--- config.mk ---
export PLATFORM = sky130hd
export DESIGN_NAME = branch_resolve_unit_flat
export DESIGN_NICKNAME = d
export VERILOG_FILES = /design/src/rtl/branch_resolve_unit_if.sv /design/src/rtl/branch_resolve_unit.sv /design/src/flat_wrapper.sv
export SDC_FILE = /design/constraint.sdc
export NUM_CORES = 1
export LEC_CHECK = 0
export ABC_AREA = 1
export CORE_ASPECT_RATIO = 0.75
export CORE_MARGIN = 1
export CORE_UTILIZATION = 35
export DETAILED_ROUTE_END_ITERATION = 10
export GPL_TIMING_DRIVEN = 0
export MAX_ROUTING_LAYER = met4
export PLACE_DENSITY = 0.67
export SYNTH_ARGS = -nofsm -noshare
export SYNTH_HDL_FRONTEND = slang
export SYNTH_SLANG_ARGS = --single-unit
--- constraint.sdc ---
create_clock -name clk_i -period 5.98 [get_ports clk_i]
set_input_delay 1.196 -clock clk_i [delete_from_list [all_inputs] [get_ports clk_i]]
set_output_delay 1.196 -clock clk_i [all_outputs]
set_load 0.005 [all_outputs]
--- src/rtl/branch_resolve_unit_if.sv ---
// ID-stage branch bundle: operands, hazard
// sources, and resolution/statistics outputs.
interface branch_resolve_unit_if #(
  parameter int CNT_W = 16
);
  logic [3:0]       operation_i;
  logic             equal_i;
  logic [4:0]       rs_i;
  logic [4:0]       rt_i;
  logic             ex_regwrite_i;
  logic             ex_memread_i;
  logic [4:0]       ex_rd_i;
  logic             mem_memread_i;
  logic [4:0]       mem_rd_i;
  logic [31:0]      pc_plus4_i;
  logic [31:0]      imm_i;
  logic             stall_o;
  logic             pc_src_o;
  logic             flush_o;
  logic [31:0]      target_o;
  logic [CNT_W-1:0] branch_cnt_o;
  logic [CNT_W-1:0] taken_cnt_o;

  modport master (
    output operation_i, equal_i, rs_i, rt_i,
    output ex_regwrite_i, ex_memread_i, ex_rd_i,
    output mem_memread_i, mem_rd_i,
    output pc_plus4_i, imm_i,
    input  stall_o, pc_src_o, flush_o, target_o,
    input  branch_cnt_o, taken_cnt_o
  );

  modport slave (
    input  operation_i, equal_i, rs_i, rt_i,
    input  ex_regwrite_i, ex_memread_i, ex_rd_i,
    input  mem_memread_i, mem_rd_i,
    input  pc_plus4_i, imm_i,
    output stall_o, pc_src_o, flush_o, target_o,
    output branch_cnt_o, taken_cnt_o
  );
endinterface

--- src/rtl/branch_resolve_unit.sv ---
// ID-stage beq resolver: hazard stalls, PC select,
// target, IF/ID flush, branch/taken counters.
// Ports: clk_i, rst_i (sync, active-high), bus.
module branch_resolve_unit #(
  parameter logic [3:0] BRANCH_OP = 4'b0111,
  parameter int         CNT_W     = 16
) (
  input logic clk_i,
  input logic rst_i,
  branch_resolve_unit_if.slave bus
);

  typedef enum logic [1:0] {
    IDLE  = 2'd0,
    STALL = 2'd1,
    EVAL  = 2'd2
  } state_t;

  localparam logic [CNT_W-1:0] CMAX = '1;

  state_t           state, state_nxt;
  logic [1:0]       cnt, cnt_nxt;
  logic [CNT_W-1:0] br_cnt, tk_cnt;
  logic             br, hit_ex, hit_mem;
  logic [1:0]       n;
  logic             stall, resolve;

  assign br = bus.operation_i == BRANCH_OP;

  // register 0 is never a real producer
  assign hit_ex = (bus.ex_rd_i != 5'd0) &&
    ((bus.ex_rd_i == bus.rs_i) ||
     (bus.ex_rd_i == bus.rt_i));
  assign hit_mem = (bus.mem_rd_i != 5'd0) &&
    ((bus.mem_rd_i == bus.rs_i) ||
     (bus.mem_rd_i == bus.rt_i));

  always_comb begin
    n = 2'd0;
    if (bus.ex_memread_i && hit_ex)
      n = 2'd2;
    else if ((bus.ex_regwrite_i && hit_ex) ||
             (bus.mem_memread_i && hit_mem))
      n = 2'd1;
  end

  always_comb begin
    state_nxt = state;
    cnt_nxt   = cnt;
    stall     = 1'b0;
    resolve   = 1'b0;
    unique case (state)
      IDLE: begin
        if (br) begin
          if (n == 2'd0) begin
            resolve = 1'b1;
          end else begin
            stall     = 1'b1;
            cnt_nxt   = n - 2'd1;
            state_nxt = (n == 2'd1) ? EVAL : STALL;
          end
        end
      end
      STALL: begin
        stall   = 1'b1;
        cnt_nxt = cnt - 2'd1;
        if (cnt == 2'd1)
          state_nxt = EVAL;
      end
      EVAL: begin
        resolve   = 1'b1;
        state_nxt = IDLE;
      end
      default: state_nxt = IDLE;
    endcase
  end

  always_ff @(posedge clk_i) begin
    if (rst_i) begin
      state  <= IDLE;
      cnt    <= 2'd0;
      br_cnt <= '0;
      tk_cnt <= '0;
    end else begin
      state <= state_nxt;
      cnt   <= cnt_nxt;
      if (resolve) begin
        if (br_cnt != CMAX)
          br_cnt <= br_cnt + 1'b1;
        if (bus.equal_i && tk_cnt != CMAX)
          tk_cnt <= tk_cnt + 1'b1;
      end
    end
  end

  assign bus.stall_o  = stall & ~rst_i;
  assign bus.pc_src_o = resolve & bus.equal_i & ~rst_i;
  assign bus.flush_o  = resolve & bus.equal_i & ~rst_i;
  assign bus.target_o = bus.pc_plus4_i +
                        {bus.imm_i[29:0], 2'b00};
  assign bus.branch_cnt_o = br_cnt;
  assign bus.taken_cnt_o  = tk_cnt;

endmodule

--- src/flat_wrapper.sv ---
// flat-port wrapper written by rule: the top's interface ports become plain ports
module branch_resolve_unit_flat 
#(
  parameter logic [3:0] BRANCH_OP = 4'b0111,
  parameter int         CNT_W     = 16
)
  (clk_i, rst_i, bus_operation_i, bus_equal_i, bus_rs_i, bus_rt_i, bus_ex_regwrite_i, bus_ex_memread_i, bus_ex_rd_i, bus_mem_memread_i, bus_mem_rd_i, bus_pc_plus4_i, bus_imm_i, bus_stall_o, bus_pc_src_o, bus_flush_o, bus_target_o, bus_branch_cnt_o, bus_taken_cnt_o);
  branch_resolve_unit_if #(.CNT_W(CNT_W)) bus_i ();
  input logic clk_i;
  input logic rst_i;
  input wire logic [$bits(bus_i.operation_i)-1:0] bus_operation_i;
  input wire logic [$bits(bus_i.equal_i)-1:0] bus_equal_i;
  input wire logic [$bits(bus_i.rs_i)-1:0] bus_rs_i;
  input wire logic [$bits(bus_i.rt_i)-1:0] bus_rt_i;
  input wire logic [$bits(bus_i.ex_regwrite_i)-1:0] bus_ex_regwrite_i;
  input wire logic [$bits(bus_i.ex_memread_i)-1:0] bus_ex_memread_i;
  input wire logic [$bits(bus_i.ex_rd_i)-1:0] bus_ex_rd_i;
  input wire logic [$bits(bus_i.mem_memread_i)-1:0] bus_mem_memread_i;
  input wire logic [$bits(bus_i.mem_rd_i)-1:0] bus_mem_rd_i;
  input wire logic [$bits(bus_i.pc_plus4_i)-1:0] bus_pc_plus4_i;
  input wire logic [$bits(bus_i.imm_i)-1:0] bus_imm_i;
  output wire logic [$bits(bus_i.stall_o)-1:0] bus_stall_o;
  output wire logic [$bits(bus_i.pc_src_o)-1:0] bus_pc_src_o;
  output wire logic [$bits(bus_i.flush_o)-1:0] bus_flush_o;
  output wire logic [$bits(bus_i.target_o)-1:0] bus_target_o;
  output wire logic [$bits(bus_i.branch_cnt_o)-1:0] bus_branch_cnt_o;
  output wire logic [$bits(bus_i.taken_cnt_o)-1:0] bus_taken_cnt_o;
  assign bus_i.operation_i = bus_operation_i;
  assign bus_i.equal_i = bus_equal_i;
  assign bus_i.rs_i = bus_rs_i;
  assign bus_i.rt_i = bus_rt_i;
  assign bus_i.ex_regwrite_i = bus_ex_regwrite_i;
  assign bus_i.ex_memread_i = bus_ex_memread_i;
  assign bus_i.ex_rd_i = bus_ex_rd_i;
  assign bus_i.mem_memread_i = bus_mem_memread_i;
  assign bus_i.mem_rd_i = bus_mem_rd_i;
  assign bus_i.pc_plus4_i = bus_pc_plus4_i;
  assign bus_i.imm_i = bus_imm_i;
  assign bus_stall_o = bus_i.stall_o;
  assign bus_pc_src_o = bus_i.pc_src_o;
  assign bus_flush_o = bus_i.flush_o;
  assign bus_target_o = bus_i.target_o;
  assign bus_branch_cnt_o = bus_i.branch_cnt_o;
  assign bus_taken_cnt_o = bus_i.taken_cnt_o;
  branch_resolve_unit #(.BRANCH_OP(BRANCH_OP), .CNT_W(CNT_W)) u_core (.clk_i(clk_i), .rst_i(rst_i), .bus(bus_i));
endmodule
==> results.tsv <==
stage	metric	value	unit
synth	Synth Cell Area	4090	µm²
placed_design	hpwl dp	11100	µm
synth	post-synth net total	784	
setup_path	Reg-to-Reg Start	u_core.bus.branch_cnt_o[1]	
finish	# fillers	1104	
synth	Avg Cell Area, Syn	6.23	µm²
routing	vias per cell	5.11	
sta	Slew Viols, Final	0	
clock_tree	clock transition at the registers of the reported paths	0.05	ns
sta	Fin Setup TNS	0	ns
clock_tree	post_cts resized	0	
clock_tree	H-tree levels	2	
sta	Final min period	5.48	ns
sta	Final setup viols	0	
synth	dominant cells by area after synthesis	dfxtp_1 (18%), nand2_1 (15%), xor2_1 (10%), ha_1 (9.8%), inv_1 (7.4%)	
die	die span in x	127	µm
setup_path	crit path capture	bus_target_o[26]	
clock_tree	clk buf depth	2	
clock_tree	CTS tree	built	
setup_path	crit path from	bus_imm_i[8]	
placed_design	GPL Wtd Cong	0.918	
die	CORE AREA	11100	µm²
finish	share of layout cells above drive strength 1	2.68	%
sta	RSZ-0062 raised after global routing	false	
synth	dominant cell type by area after synthesis	dfxtp_1	
routing	drt pass-1 iters	5	
setup_path	CP Max Fanout	4	
routing	DR vias	4906	
setup_path	Worst EP required	4.78	ns
finish	most frequent cells in the layout	nand2_1 (167), clkdlybuf4s50_1 (156), inv_1 (81)	
global_routing	largest net degree at the start of global routing	13	
setup_path	R2R depth	9	
global_routing	first-pass GRT wire length	21200	µm
synth	Synth Instances	657	
synth	Yosys warnings	0	
synth	Yosys cell types	39	
run_status	outcome	completed	
hold_path	Hold WC Path Type	flop to flop	
sta	Worst Setup Slack, final	0.501	ns
sta	Fin. Hold Viols	0	
setup_path	critical setup path kind	input port to primary output	
pwr	P per Cell Area	153	nW/µm²
clock_tree	Post-CTS Setup Inserts	0	
setup_path	FF-to-FF setup slack	3.48	ns
setup_path	CP Capture Type	primary output	
die	Cell Rows	33	
die	DIE HEIGHT	95.7	µm
clock_tree	CTS root buffer	clkbuf_16	
routing	initial DRC count	374	
synth	#FFs+latches synth	36	
sta	crit share post-route	91.6	%
die	Initial Util	36.7	%
routing	final antenna-violating net count	0	
finish	P&R area growth vs syn	46.5	%
clock_tree	total CTS buffers	5	
routing	Post-route DRC	0	
die	die area	12100	µm²
sta	Max Fclk	183	MHz
placed_design	Placed Cells	953	
pwr	Max VDD drop	0.120	mV
global_routing	vias in the first global route	4320	
routing	final WL	13200	µm
setup_path	r2r endpoint	u_core.bus.branch_cnt_o[14]	
routing	wire per inst	13.7	µm
clock_tree	Clk Latency, worst-skew pair	0.28	ns
sta	clock skew	0.00553	ns
placed_design	Setup WS pre-CTS	0.577	ns
setup_path	critical path data arrival time	4.28	ns
clock_tree	CTS Hold Bufs	0	
pwr	Leak	0.00253	µW
synth	register area share after synthesis	17.6	%
finish	Non-Filler Instances	961	
finish	commonest non-fill, non-tap cell in the layout	nand2_1	
setup_path	crit path launch type	input port	
flow_run	Max-cap violations	0	
finish	nets	947	
pwr	Power Total	915	µW
global_routing	initial antenna violation count	0	
clock_tree	CTS Sinks	36	
global_routing	grt total ovfl	0	
synth	Synth top area share	17.6	%
placed_design	PortBufs	156	
die	IO Pins	161	
global_routing	Tot GR Track Use	22.2	%
sta	Min Hold Slack	0.470	ns
sta	Worst Tran Pin Value	0.848	ns
finish	Ant. Diodes	0	
sta	headroom to the max-slew limit	42.9	%
[metal layers]
metal  track usage, %  vias to the layer above  part of all wire [%]
li1                 -                     2499                     -
met1             33.2                     2188                    52
met2             31.8                      214                    40
met3             3.14                        5                   8.0
met4             2.78                        0                  0.36
met5                -                        -                     0
[sequential cells by signal, indices dropped and copies added, names as in the netlist]
name,flops
u_core.bus.branch_cnt_o,16
u_core.bus.taken_cnt_o,16
u_core.cnt,2
u_core.state,2
[Yosys cell counts]
library cell	number
a211oi_1	1
a21bo_2	1
a21boi_0	2
a21o_1	5
a21oi_1	55
a31oi_1	6
buf_1	1
buf_2	3
buf_4	3
buf_6	1
buf_8	1
clkbuf_1	8
clkinv_1	1
dfxtp_1	36
fa_1	1
ha_1	32
inv_1	81
nand2_1	167
nand3_1	32
nand3_2	1
nand3_4	1
nand4_1	37
nor2_1	60
nor2_2	1
nor3_1	16
nor3_2	1
nor3b_1	1
nor4_1	6
o211ai_1	1
o21a_1	4
o21ai_0	18
o21ai_1	2
o21bai_1	2
o221ai_1	1
or2_2	1
or3_1	1
or4_1	1
xnor2_1	17
xor2_1	48
[worst min-delay path by stage]
| stage | startpoint | to | slack (ns) | depth (start not counted) |
|---|---|---|---|---|
| 2_1_floorplan | u_core.cnt[1] | u_core.cnt[1] | 0.44 | 2 |
| 3_3_place_gp | u_core.cnt[1] | u_core.cnt[1] | 0.45 | 2 |
| 3_5_place_dp | u_core.cnt[1] | u_core.cnt[1] | 0.46 | 2 |
| 4_1_cts | u_core.cnt[1] | u_core.cnt[1] | 0.47 | 2 |
| 5_1_grt | u_core.cnt[1] | u_core.cnt[1] | 0.50 | 2 |
| 6_report | u_core.cnt[1] | u_core.cnt[1] | 0.47 | 2 |
[worst max-delay path, stage by stage]
cell and delay [ns]:
clkdlybuf4s50_1 0.40, ha_1 0.35, nand2_1 0.11, nor2_1 0.16
nand4_1 0.09, o21ai_0 0.68, a21oi_1 0.26, o21bai_1 0.26
nand2_1 0.10, nand2_1 0.07, nand2_1 0.05, nand2_1 0.05
clkdlybuf4s50_1 0.50
[area by class of cell]
cell class                 instances  area, µm²  area share, %
multi-input combinational        522       2970           49.5
buffer                            17       97.6           1.63
clock buffer                       5        125           2.09
sequential                        36        721           12.0
inverter                          82        308           5.13
clock inverter                     3       42.5          0.709
timing repair buffer             156       1560           26.0
tap                              140        175           2.92
[kinds of logic after synthesis]
group / count (synthesis) / synth area share (%)
and+or+nand+nor: 326 / 35.0
buffers and inverters: 99 / 9.90
AOI/OAI and AO/OA: 98 / 13.3
xor gates and xnor gates: 65 / 13.9
DFF: 36 / 17.6
adders and majority gates: 33 / 10.3
[power breakdown]
group          switching [µW]  internal, µW  total (µW)
Sequential               1.14           241         242
Clock                     100           196         296
Combinational             173           204         376
[through the flow]
step	utilization (%)	cell area, µm²
2_1_floorplan	-	4090
3_3_place_gp	52.3	5830
3_5_place_dp	52.3	5830
4_1_cts	53.8	6000
5_1_grt	53.8	6000
6_report	53.8	6000
(Power assumes the default switching activity.)
